===== src/rtl/idex_latch.sv =====
// Decode/execute pipeline register with stall, flush, halt freeze and a saturating bubble counter.
// Optional load-use bubble insertion is compiled in when IDEX_LOADUSE_DETECT_EN is defined.
module idex_latch #(
    parameter int CNT_W = 16
) (
    input  logic             CLK,
    input  logic             nRST,
    input  logic             en,
    input  logic             stall,
    input  logic             flush,
    input  logic [5:0]       id_opfunc,
    input  logic [1:0]       id_RegDst,
    input  logic [1:0]       id_MemtoReg,
    input  logic [3:0]       id_ALUOp,
    input  logic [1:0]       id_ExtOp,
    input  logic             id_ALUSrc,
    input  logic             id_RegWEN,
    input  logic             id_dWENi,
    input  logic             id_dRENi,
    input  logic             id_halt,
    input  logic [4:0]       id_rs,
    input  logic [4:0]       id_rt,
    input  logic [4:0]       id_rd,
    input  logic [4:0]       id_shamt,
    input  logic [15:0]      id_imm,
    input  logic [31:0]      id_busA,
    input  logic [31:0]      id_busB,
    input  logic [31:0]      id_npc,
    output logic [5:0]       ex_opfunc,
    output logic [1:0]       ex_RegDst,
    output logic [1:0]       ex_MemtoReg,
    output logic [3:0]       ex_ALUOp,
    output logic [1:0]       ex_ExtOp,
    output logic             ex_ALUSrc,
    output logic             ex_RegWEN,
    output logic             ex_dWENi,
    output logic             ex_dRENi,
    output logic             ex_halt,
    output logic [4:0]       ex_rt,
    output logic [4:0]       ex_rd,
    output logic [4:0]       ex_shamt,
    output logic [15:0]      ex_imm,
    output logic [31:0]      ex_busA,
    output logic [31:0]      ex_busB,
    output logic [31:0]      ex_npc,
    output logic             ex_valid,
    output logic             lu_stall,
    output logic [CNT_W-1:0] bubble_cnt
);

    typedef struct packed {
        logic [5:0]  opfunc;
        logic [1:0]  RegDst;
        logic [1:0]  MemtoReg;
        logic [3:0]  ALUOp;
        logic [1:0]  ExtOp;
        logic        ALUSrc;
        logic        RegWEN;
        logic        dWENi;
        logic        dRENi;
        logic        halt;
        logic [4:0]  rt;
        logic [4:0]  rd;
        logic [4:0]  shamt;
        logic [15:0] imm;
        logic [31:0] busA;
        logic [31:0] busB;
        logic [31:0] npc;
    } idex_t;

    idex_t            r_ex;
    idex_t            w_id;
    logic             r_valid;
    logic [CNT_W-1:0] r_cnt;
    logic             w_frozen;
    logic             w_advance;
    logic             w_lu_stall;
    logic             w_bubble;
    logic             w_capture;

    always_comb begin
        w_id          = '0;
        w_id.opfunc   = id_opfunc;
        w_id.RegDst   = id_RegDst;
        w_id.MemtoReg = id_MemtoReg;
        w_id.ALUOp    = id_ALUOp;
        w_id.ExtOp    = id_ExtOp;
        w_id.ALUSrc   = id_ALUSrc;
        w_id.RegWEN   = id_RegWEN;
        w_id.dWENi    = id_dWENi;
        w_id.dRENi    = id_dRENi;
        w_id.halt     = id_halt;
        w_id.rt       = id_rt;
        w_id.rd       = id_rd;
        w_id.shamt    = id_shamt;
        w_id.imm      = id_imm;
        w_id.busA     = id_busA;
        w_id.busB     = id_busB;
        w_id.npc      = id_npc;
    end

`ifdef IDEX_LOADUSE_DETECT_EN
    // A load in EX whose destination feeds the instruction in ID needs one bubble.
    assign w_lu_stall = ~flush & r_valid & r_ex.dRENi & (r_ex.rt != 5'd0) &
                        ((r_ex.rt == id_rs) | (r_ex.rt == id_rt));
`else
    logic w_unused_rs;
    assign w_unused_rs = ^id_rs;
    assign w_lu_stall  = 1'b0;
`endif

    assign w_frozen  = r_valid & r_ex.halt;
    assign w_advance = ~w_frozen & en & ~stall;
    assign w_bubble  = flush | (w_advance & w_lu_stall);
    assign w_capture = ~flush & w_advance & ~w_lu_stall;

    always_ff @(posedge CLK or negedge nRST) begin
        if (!nRST) begin
            r_ex    <= '0;
            r_valid <= 1'b0;
            r_cnt   <= '0;
        end else begin
            if (w_bubble) begin
                r_ex    <= '0;
                r_valid <= 1'b0;
            end else if (w_capture) begin
                r_ex    <= w_id;
                r_valid <= 1'b1;
            end
            if (w_bubble && (r_cnt != {CNT_W{1'b1}}))
                r_cnt <= r_cnt + CNT_W'(1);
        end
    end

    assign ex_opfunc   = r_ex.opfunc;
    assign ex_RegDst   = r_ex.RegDst;
    assign ex_MemtoReg = r_ex.MemtoReg;
    assign ex_ALUOp    = r_ex.ALUOp;
    assign ex_ExtOp    = r_ex.ExtOp;
    assign ex_ALUSrc   = r_ex.ALUSrc;
    assign ex_RegWEN   = r_ex.RegWEN;
    assign ex_dWENi    = r_ex.dWENi;
    assign ex_dRENi    = r_ex.dRENi;
    assign ex_halt     = r_ex.halt;
    assign ex_rt       = r_ex.rt;
    assign ex_rd       = r_ex.rd;
    assign ex_shamt    = r_ex.shamt;
    assign ex_imm      = r_ex.imm;
    assign ex_busA     = r_ex.busA;
    assign ex_busB     = r_ex.busB;
    assign ex_npc      = r_ex.npc;
    assign ex_valid    = r_valid;
    assign lu_stall    = w_lu_stall;
    assign bubble_cnt  = r_cnt;

endmodule


===== config.mk =====
export PLATFORM = sky130hd
export DESIGN_NAME = idex_latch
export DESIGN_NICKNAME = d
export VERILOG_FILES = /design/src/rtl/idex_latch.sv
export SDC_FILE = /design/constraint.sdc
export NUM_CORES = 1
export LEC_CHECK = 0
export BUFFER_PORTS_ARGS = -buffer_cell sky130_fd_sc_hd__buf_2
export CAP_MARGIN = 20
export CORE_ASPECT_RATIO = 0.8
export CORE_MARGIN = 1
export CORE_UTILIZATION = 25
export CTS_CLUSTER_SIZE = 10
export DETAILED_ROUTE_END_ITERATION = 16
export PLACE_DENSITY_LB_ADDON = 0.2
export SYNTH_ARGS = -nofsm -noshare
export SYNTH_HDL_FRONTEND = slang
export SYNTH_SLANG_ARGS = --single-unit

===== constraint.sdc =====
create_clock -name CLK -period 2.3 [get_ports CLK]
set_input_delay 0 -clock CLK [delete_from_list [all_inputs] [get_ports CLK]]
set_output_delay 0 -clock CLK [all_outputs]
set_load 0.05 [all_outputs]

==> flow_metrics.py, run 1 <==
metrics = {
    "pwr": {
        "cellPowerDensity_nw_per_um2": 765,
        "total_power_w": 0.00769,
        "ir_drop_uv": 436,
        "power_leakage_nw": 5.34,
    },
    "critical_path": {
        "worstSetupEndpointType": "flop",
        "cpPeakStageDelay_ns": 0.51,
        "path_delay_family": "simple AND/OR/NAND/NOR gates",
        "worst_path_max_delay_cell": "or4_1",
        "path_buf_inv": 0,
        "timing.setup.critical_path_class": "reg -> reg",
        "critPathLaunchType": "flop",
        "setup.worst_path.start": "bubble_cnt[0]",
        "required_ns": 2.60,
        "worstPathArrival_ns": 2.12,
        "cp_max_fo": 6,
        "reg2reg_from": "bubble_cnt[0]",
        "crit_chain": "ha_1 -> nand4_1 -> or4_1 -> nand2_4 -> mux2_4",
    },
    "yosys": {
        "synth_cell_types": 30,
        "syn_area_sq_um": 5980,
        "ys_seq_area_frac": 0.691,
        "yosysWarningCount": 0,
        "async_reset_ff_frac": 1.00,
        "syn_inst": 411,
        "postSynthAreaPerCell_sq_um": 14.5,
        "yosysTopAreaCell": "dfrtp_1",
        "synth_nets": 570,
        "synth-main-ff-cell": "dfrtp_1",
        "yosys.area.top_type_share": 0.691,
        "synthTopCellsByArea": "dfrtp_1, a22o_1, xnor2_1",
        "synth_edf_count": 0,
        "synth-seq-cells": 165,
    },
    "layout": {
        "n_antenna_cell": 0,
        "layout_commonest_cell": "buf_2",
        "layout-drive-gt1-share": 0.408,
        "fin_cells": 1196,
        "area_growth_syn_to_layout_pct": 68.1,
        "nNetsFinal": 1030,
        "mostFrequentLayoutCells": "buf_2, dfrtp_1, dlygate4sd3_1",
    },
    "timing": {
        "fin_worst_skew_ns": 0.0129,
        "tns_ns": 0,
        "period_share": 0.792,
        "worstMarginPinSlew_ns": 0.780,
        "rsz0062_at_grt": "no",
        "hold_violations": 0,
        "slew_headroom": 0.480,
        "fmax_mhz": 549,
        "fin_crit_ns": 1.82,
        "setup_viol": 0,
        "slew_viol_final": 0,
        "finalHoldWorstSlack_ns": 0.117,
    },
    "routing": {
        "route.detailed.drc": 0,
        "viasPerCell": 4.46,
        "wire_per_inst_microns": 14.9,
        "vias": 5333,
        "ant_nets": 0,
        "first_iter_violations": 209,
        "dr.pass1.iters": 4,
        "wirelength_microns": 17800,
    },
    "grt": {
        "grt_max_degree": 149,
        "antenna_found_initial": 0,
        "grt_pass1_vias": 5495,
        "track_usage": 0.147,
        "overflow": 0,
        "grt_pass1_wl_microns": 28800,
    },
    "job": {
        "maxCapViolCount": 0,
    },
    "worst_hold_path": {
        "min_path_type": "in -> async",
    },
    "clock_tree": {
        "tritoncts": "built",
        "cts-resized-gates": 0,
        "htree_levels": 4,
        "clock_latency_ns": 0.42,
        "clk_path_buf_depth": 2,
        "numCtsBuffers": 17,
        "path_clk_slew_ns": 0.07,
        "cts.root.buffer_cell": "clkbuf_16",
        "cts_sinks": 165,
    },
    "die": {
        "boundaryPins": 324,
        "rows": 50,
        "dieArea_sq_um": 24500,
        "core_area_sq_um": 23500,
        "fp.dieW_microns": 175,
        "start_util": 0.255,
        "fp.dieH_microns": 140,
    },
    "run_status": {
        "status": "finished clean",
    },
    "placement": {
        "port-buffer-count": 317,
        "dpl.cell_count": 1011,
        "finalWeightedCongestion": 0.820,
        "dpl.hpwl_microns": 11200,
    },
}
==> final cells by class <==
class | instances | area, sq um
Sequential cell | 165 | 4130
Tap cell | 312 | 390
Clock buffer | 19 | 443
Timing Repair Buffer | 476 | 3230
Fill cell | 2187 | 13400
Multi-Input combinational cell | 211 | 1720
Clock inverter | 13 | 138
==> worst paths after layout <==
path                            cells after the start  slack (ns)             to
worst max-delay path                                5        0.48  bubble_cnt[1]
worst min-delay path                                3        0.12      ex_npc[0]
worst max register to register                      5        0.48  bubble_cnt[1]
worst min register to register                      1        0.50      ex_imm[9]
max in group asynchronous                           3        1.75    ex_busB[15]
min in group CLK                                    3        0.32      ex_npc[0]
==> report_power, final <==
group          leakage [nW]  internal, W  total, W  switching [W]
sequential             2.23      0.00309   0.00325       0.000162
clock                 0.285      0.00156   0.00280        0.00124
combinational          2.82     0.000573   0.00164        0.00106
==> layer usage <==
metal | global-route usage | wire length [microns] | up-vias
li1 | - | - | 2483
met1 | 0.186 | 7770 | 2630
met2 | 0.244 | 8750 | 212
met3 | 0.0402 | 1130 | 8
met4 | 0.0444 | 148 | 0
met5 | 0 | 0 | -
==> registers in the layout, indices dropped and copies added, names as in the netlist, 4 cells and up <==
signal,flops
bubble_cnt,16
ex_ALUOp,4
ex_busA,32
ex_busB,32
ex_imm,16
ex_npc,32
ex_opfunc,6
ex_rd,5
ex_rt,5
ex_shamt,5
==> repair_timing <==
action | in CTS | in global routing
hold endpoints to repair | 317 | 0
hold buffers | 153 | 0
buffers inserted | 0 | 0
==> through the flow <==
step	worst slack [ns]	area, sq um	utilization
after detailed placement	0.502	7940	0.338
after global routing	0.383	10100	0.428
after CTS	0.480	10100	0.428
after global placement	0.517	7940	0.338
final	0.478	10100	0.428
after floorplan	0.206	5980	-
==> synth_stat cells (2+ instances only) <==
cell	n
clkbuf_1	17
nand4_1	6
nand2_1	8
xor2_1	2
nand3_1	9
buf_1	11
buf_2	5
xnor2_1	9
and3_1	3
a22o_1	148
dfrtp_1	165
nor2_1	8
o21a_1	2
a21oi_1	2
==> kinds of logic (layout without fill, tap and decap cells) <==
family | count (synthesis) | count (layout) | share of synthesized area
DFF | 165 | 165 | 0.691
AOI/OAI and AO/OA | 153 | 153 | 0.222
and+or+nand+nor | 43 | 43 | 0.0387
buffers and inverters | 35 | 508 | 0.0249
xor gates and xnor gates | 11 | 11 | 0.0161
muxes | 2 | 2 | 0.00439
adders and majority gates | 1 | 1 | 0.00209
other | 1 | 1 | 0.000627
==> worst reg2reg max path: cells and delay by family (launching register included) <==
family	cells	cell delay (ns)
AND/OR/NAND/NOR	3	0.75
flip-flops	1	0.44
multiplexers	1	0.29
adder cells (fa/ha/maj)	1	0.22
No activity file was read; power rests on OpenSTA's default activity.
==> inputs of run 2 (changes only) <==
--- a/config.mk
+++ b/config.mk
@@ -5,6 +5,7 @@
 export SDC_FILE = /design/constraint.sdc
 export NUM_CORES = 1
 export LEC_CHECK = 0
+export ABC_AREA = 1
 export BUFFER_PORTS_ARGS = -buffer_cell sky130_fd_sc_hd__buf_2
 export CAP_MARGIN = 20
 export CORE_ASPECT_RATIO = 0.8
==> constraint.sdc (replaced) <==
create_clock -name CLK -period 1.6 [get_ports CLK]
set_input_delay 0 -clock CLK [delete_from_list [all_inputs] [get_ports CLK]]
set_output_delay 0 -clock CLK [all_outputs]
set_load 0.05 [all_outputs]
==> flow_metrics.py, run 2 <==
metrics = {
    "clock_tree": {
        "htree_levels": 4,
        "numCtsBuffers": 17,
        "path_clk_slew_ns": 0.07,
        "cts_sinks": 165,
        "tritoncts": "built",
        "cts.root.buffer_cell": "clkbuf_16",
        "clk_path_buf_depth": 2,
        "clock_latency_ns": 0.43,
    },
    "placement": {
        "finalWeightedCongestion": 0.789,
        "dpl.hpwl_microns": 14600,
        "port-buffer-count": 317,
        "dpl.cell_count": 1462,
    },
    "layout": {
        "mostFrequentLayoutCells": "buf_2, inv_1, dfrtp_1",
        "nNetsFinal": 1432,
        "layout-drive-gt1-share": 0.324,
        "layout_commonest_cell": "buf_2",
        "n_antenna_cell": 0,
        "fin_cells": 1650,
        "area_growth_syn_to_layout_pct": 65.0,
        "layout.core_utilization": 0.421,
        "n_fill_cell": 2659,
    },
    "die": {
        "fp.dieH_microns": 152,
        "core_area_sq_um": 27400,
        "start_util": 0.255,
        "fp.dieW_microns": 189,
        "boundaryPins": 324,
        "rows": 54,
        "dieArea_sq_um": 28600,
    },
    "routing": {
        "route.detailed.drc": 0,
        "vias": 6908,
        "viasPerCell": 4.19,
        "ant_nets": 0,
        "wire_per_inst_microns": 13.5,
        "wirelength_microns": 22300,
        "first_iter_violations": 259,
        "dr.pass1.iters": 4,
    },
    "grt": {
        "grt_max_degree": 67,
        "grt_pass1_wl_microns": 34200,
        "grt_pass1_vias": 6714,
        "overflow": 0,
        "antenna_found_initial": 0,
        "track_usage": 0.150,
    },
    "yosys": {
        "synth_cell_types": 23,
        "async_reset_ff_frac": 1.00,
        "synth_common_cells": "inv_1, dfrtp_1, nand3_1",
        "yosysTopAreaCell": "dfrtp_1",
        "postSynthAreaPerCell_sq_um": 8.91,
        "synthTopCellsByArea": "dfrtp_1, nand3_1, o21ai_0",
        "synth_edf_count": 0,
        "synth-main-ff-cell": "dfrtp_1",
        "syn_area_sq_um": 6990,
        "synth_nets": 943,
        "yosysWarningCount": 0,
        "synth.most_common_cell": "inv_1",
        "synth-seq-cells": 165,
        "ys_seq_area_frac": 0.591,
        "yosys.area.top_type_share": 0.591,
        "syn_inst": 784,
    },
    "critical_path": {
        "path_delay_family": "buffers and inverters",
        "timing.setup.critical_path_class": "reg -> reg",
        "crit_chain": "inv_1 -> o21ai_1 -> o21ai_4 -> buf_12 -> buf_4 -> nand3_1 -> o21ai_0",
        "worst_path_max_delay_cell": "dfrtp_2",
        "critPathLaunchType": "flop",
        "cp_max_fo": 14,
        "path_buf_inv": 3,
        "required_ns": 1.94,
        "worstSetupEndpointType": "flop",
        "cpPeakStageDelay_ns": 0.40,
        "worstPathArrival_ns": 1.83,
    },
    "timing": {
        "period_share": 0.931,
        "slew_viol_final": 0,
        "fin_worst_skew_ns": 0.0109,
        "setup_viol": 0,
        "rsz0062_at_grt": "yes",
        "fmax_mhz": 671,
        "fin_crit_ns": 1.49,
        "hold_violations": 0,
        "finalHoldWorstSlack_ns": 0.0854,
    },
    "run_status": {
        "status": "finished clean",
    },
    "worst_hold_path": {
        "min_path_type": "in -> async",
    },
    "pwr": {
        "ir_drop_uv": 647,
        "power_leakage_nw": 5.85,
        "cellPowerDensity_nw_per_um2": 1100,
    },
    "job": {
        "maxCapViolCount": 0,
    },
}
[run 2: cell count changes in the layout (fill, tap and decap cells not counted), moves of 37 or more]
cell	before	now
inv_1	0	167
a22o_1	148	0
nand3_1	9	157
o21ai_0	0	133
nand2_1	8	52
buf_4	1	38
[run 2: where the power goes]
part | total, W | internal, W | switching [W]
Combinational | 0.00345 | 0.00107 | 0.00239
Sequential | 0.00479 | 0.00457 | 0.000222
Clock | 0.00449 | 0.00269 | 0.00181
[run 2: metal layers]
| metal | GRT usage | vias to the layer above | part of all wire |
|---|---|---|---|
| li1 | - | 3482 | - |
| met1 | 0.202 | 3173 | 0.48 |
| met2 | 0.233 | 232 | 0.45 |
| met3 | 0.0412 | 21 | 0.060 |
| met4 | 0.0464 | 0 | 0.013 |
| met5 | 0 | - | 0 |
[run 2: area by class of cell]
type	count	area (sq um)	area share
Clock buffer	19	443	0.0384
Clock inverter	13	196	0.0170
Inverter	168	633	0.0549
Multi-Input combinational cell	402	2000	0.174
Sequential cell	165	4140	0.359
Tap cell	364	455	0.0395
Timing Repair Buffer	519	3660	0.318
[run 2: kinds of logic after synthesis]
logic type               count (synthesis)  share of synthesized area
adder cells (fa/ha/maj)                  1                    0.00179
buffers and inverters                  217                      0.125
XOR/XNOR                                 5                    0.00627
flip-flops                             165                      0.591
AND/OR/NAND/NOR                        239                      0.163
other                                    1                   0.000537
AO/OA/AOI/OAI                          156                      0.113
[run 2: worst paths after layout]
path	start	to	slack, ns	cells past startpoint
worst max-delay path	ex_halt	ex_shamt[3]	0.11	7
worst min-delay path	nRST	ex_ExtOp[1]	0.09	2
worst max register to register	ex_halt	ex_shamt[3]	0.11	7
worst min register to register	ex_busA[5]	ex_busA[5]	0.52	2
max in group asynchronous	nRST	ex_busB[9]	0.94	3
min in group CLK	stall	ex_npc[27]	0.11	5
[run 2: worst register-to-register path, stage by stage (launching register included)]
cell	delay, ns
dfrtp_2	0.40
inv_1	0.06
o21ai_1	0.10
o21ai_4	0.22
buf_12	0.21
buf_4	0.22
nand3_1	0.10
o21ai_0	0.10
[run 2: stage by stage]
stage          power (W)  worst slack, ns  setup TNS (ns)  instance area, sq um
2_1_floorplan    0.00692          -0.0109         -0.0109                  7000
3_3_place_gp     0.00798           0.0460               0                  9290
3_5_place_dp     0.00799           0.0496               0                  9290
4_1_cts           0.0129           0.0301               0                 11400
5_1_grt           0.0134         -0.00870         -0.0183                 11500
6_report          0.0127            0.111               0                 11500
[run 2: timing repair]
item                                   in CTS  in global routing
resized for setup                           0                  6
setup buffers                               0                  4
setup endpoints to repair                   0                 34
hold buffers                              150                  0
endpoints found under the hold margin     319                  0
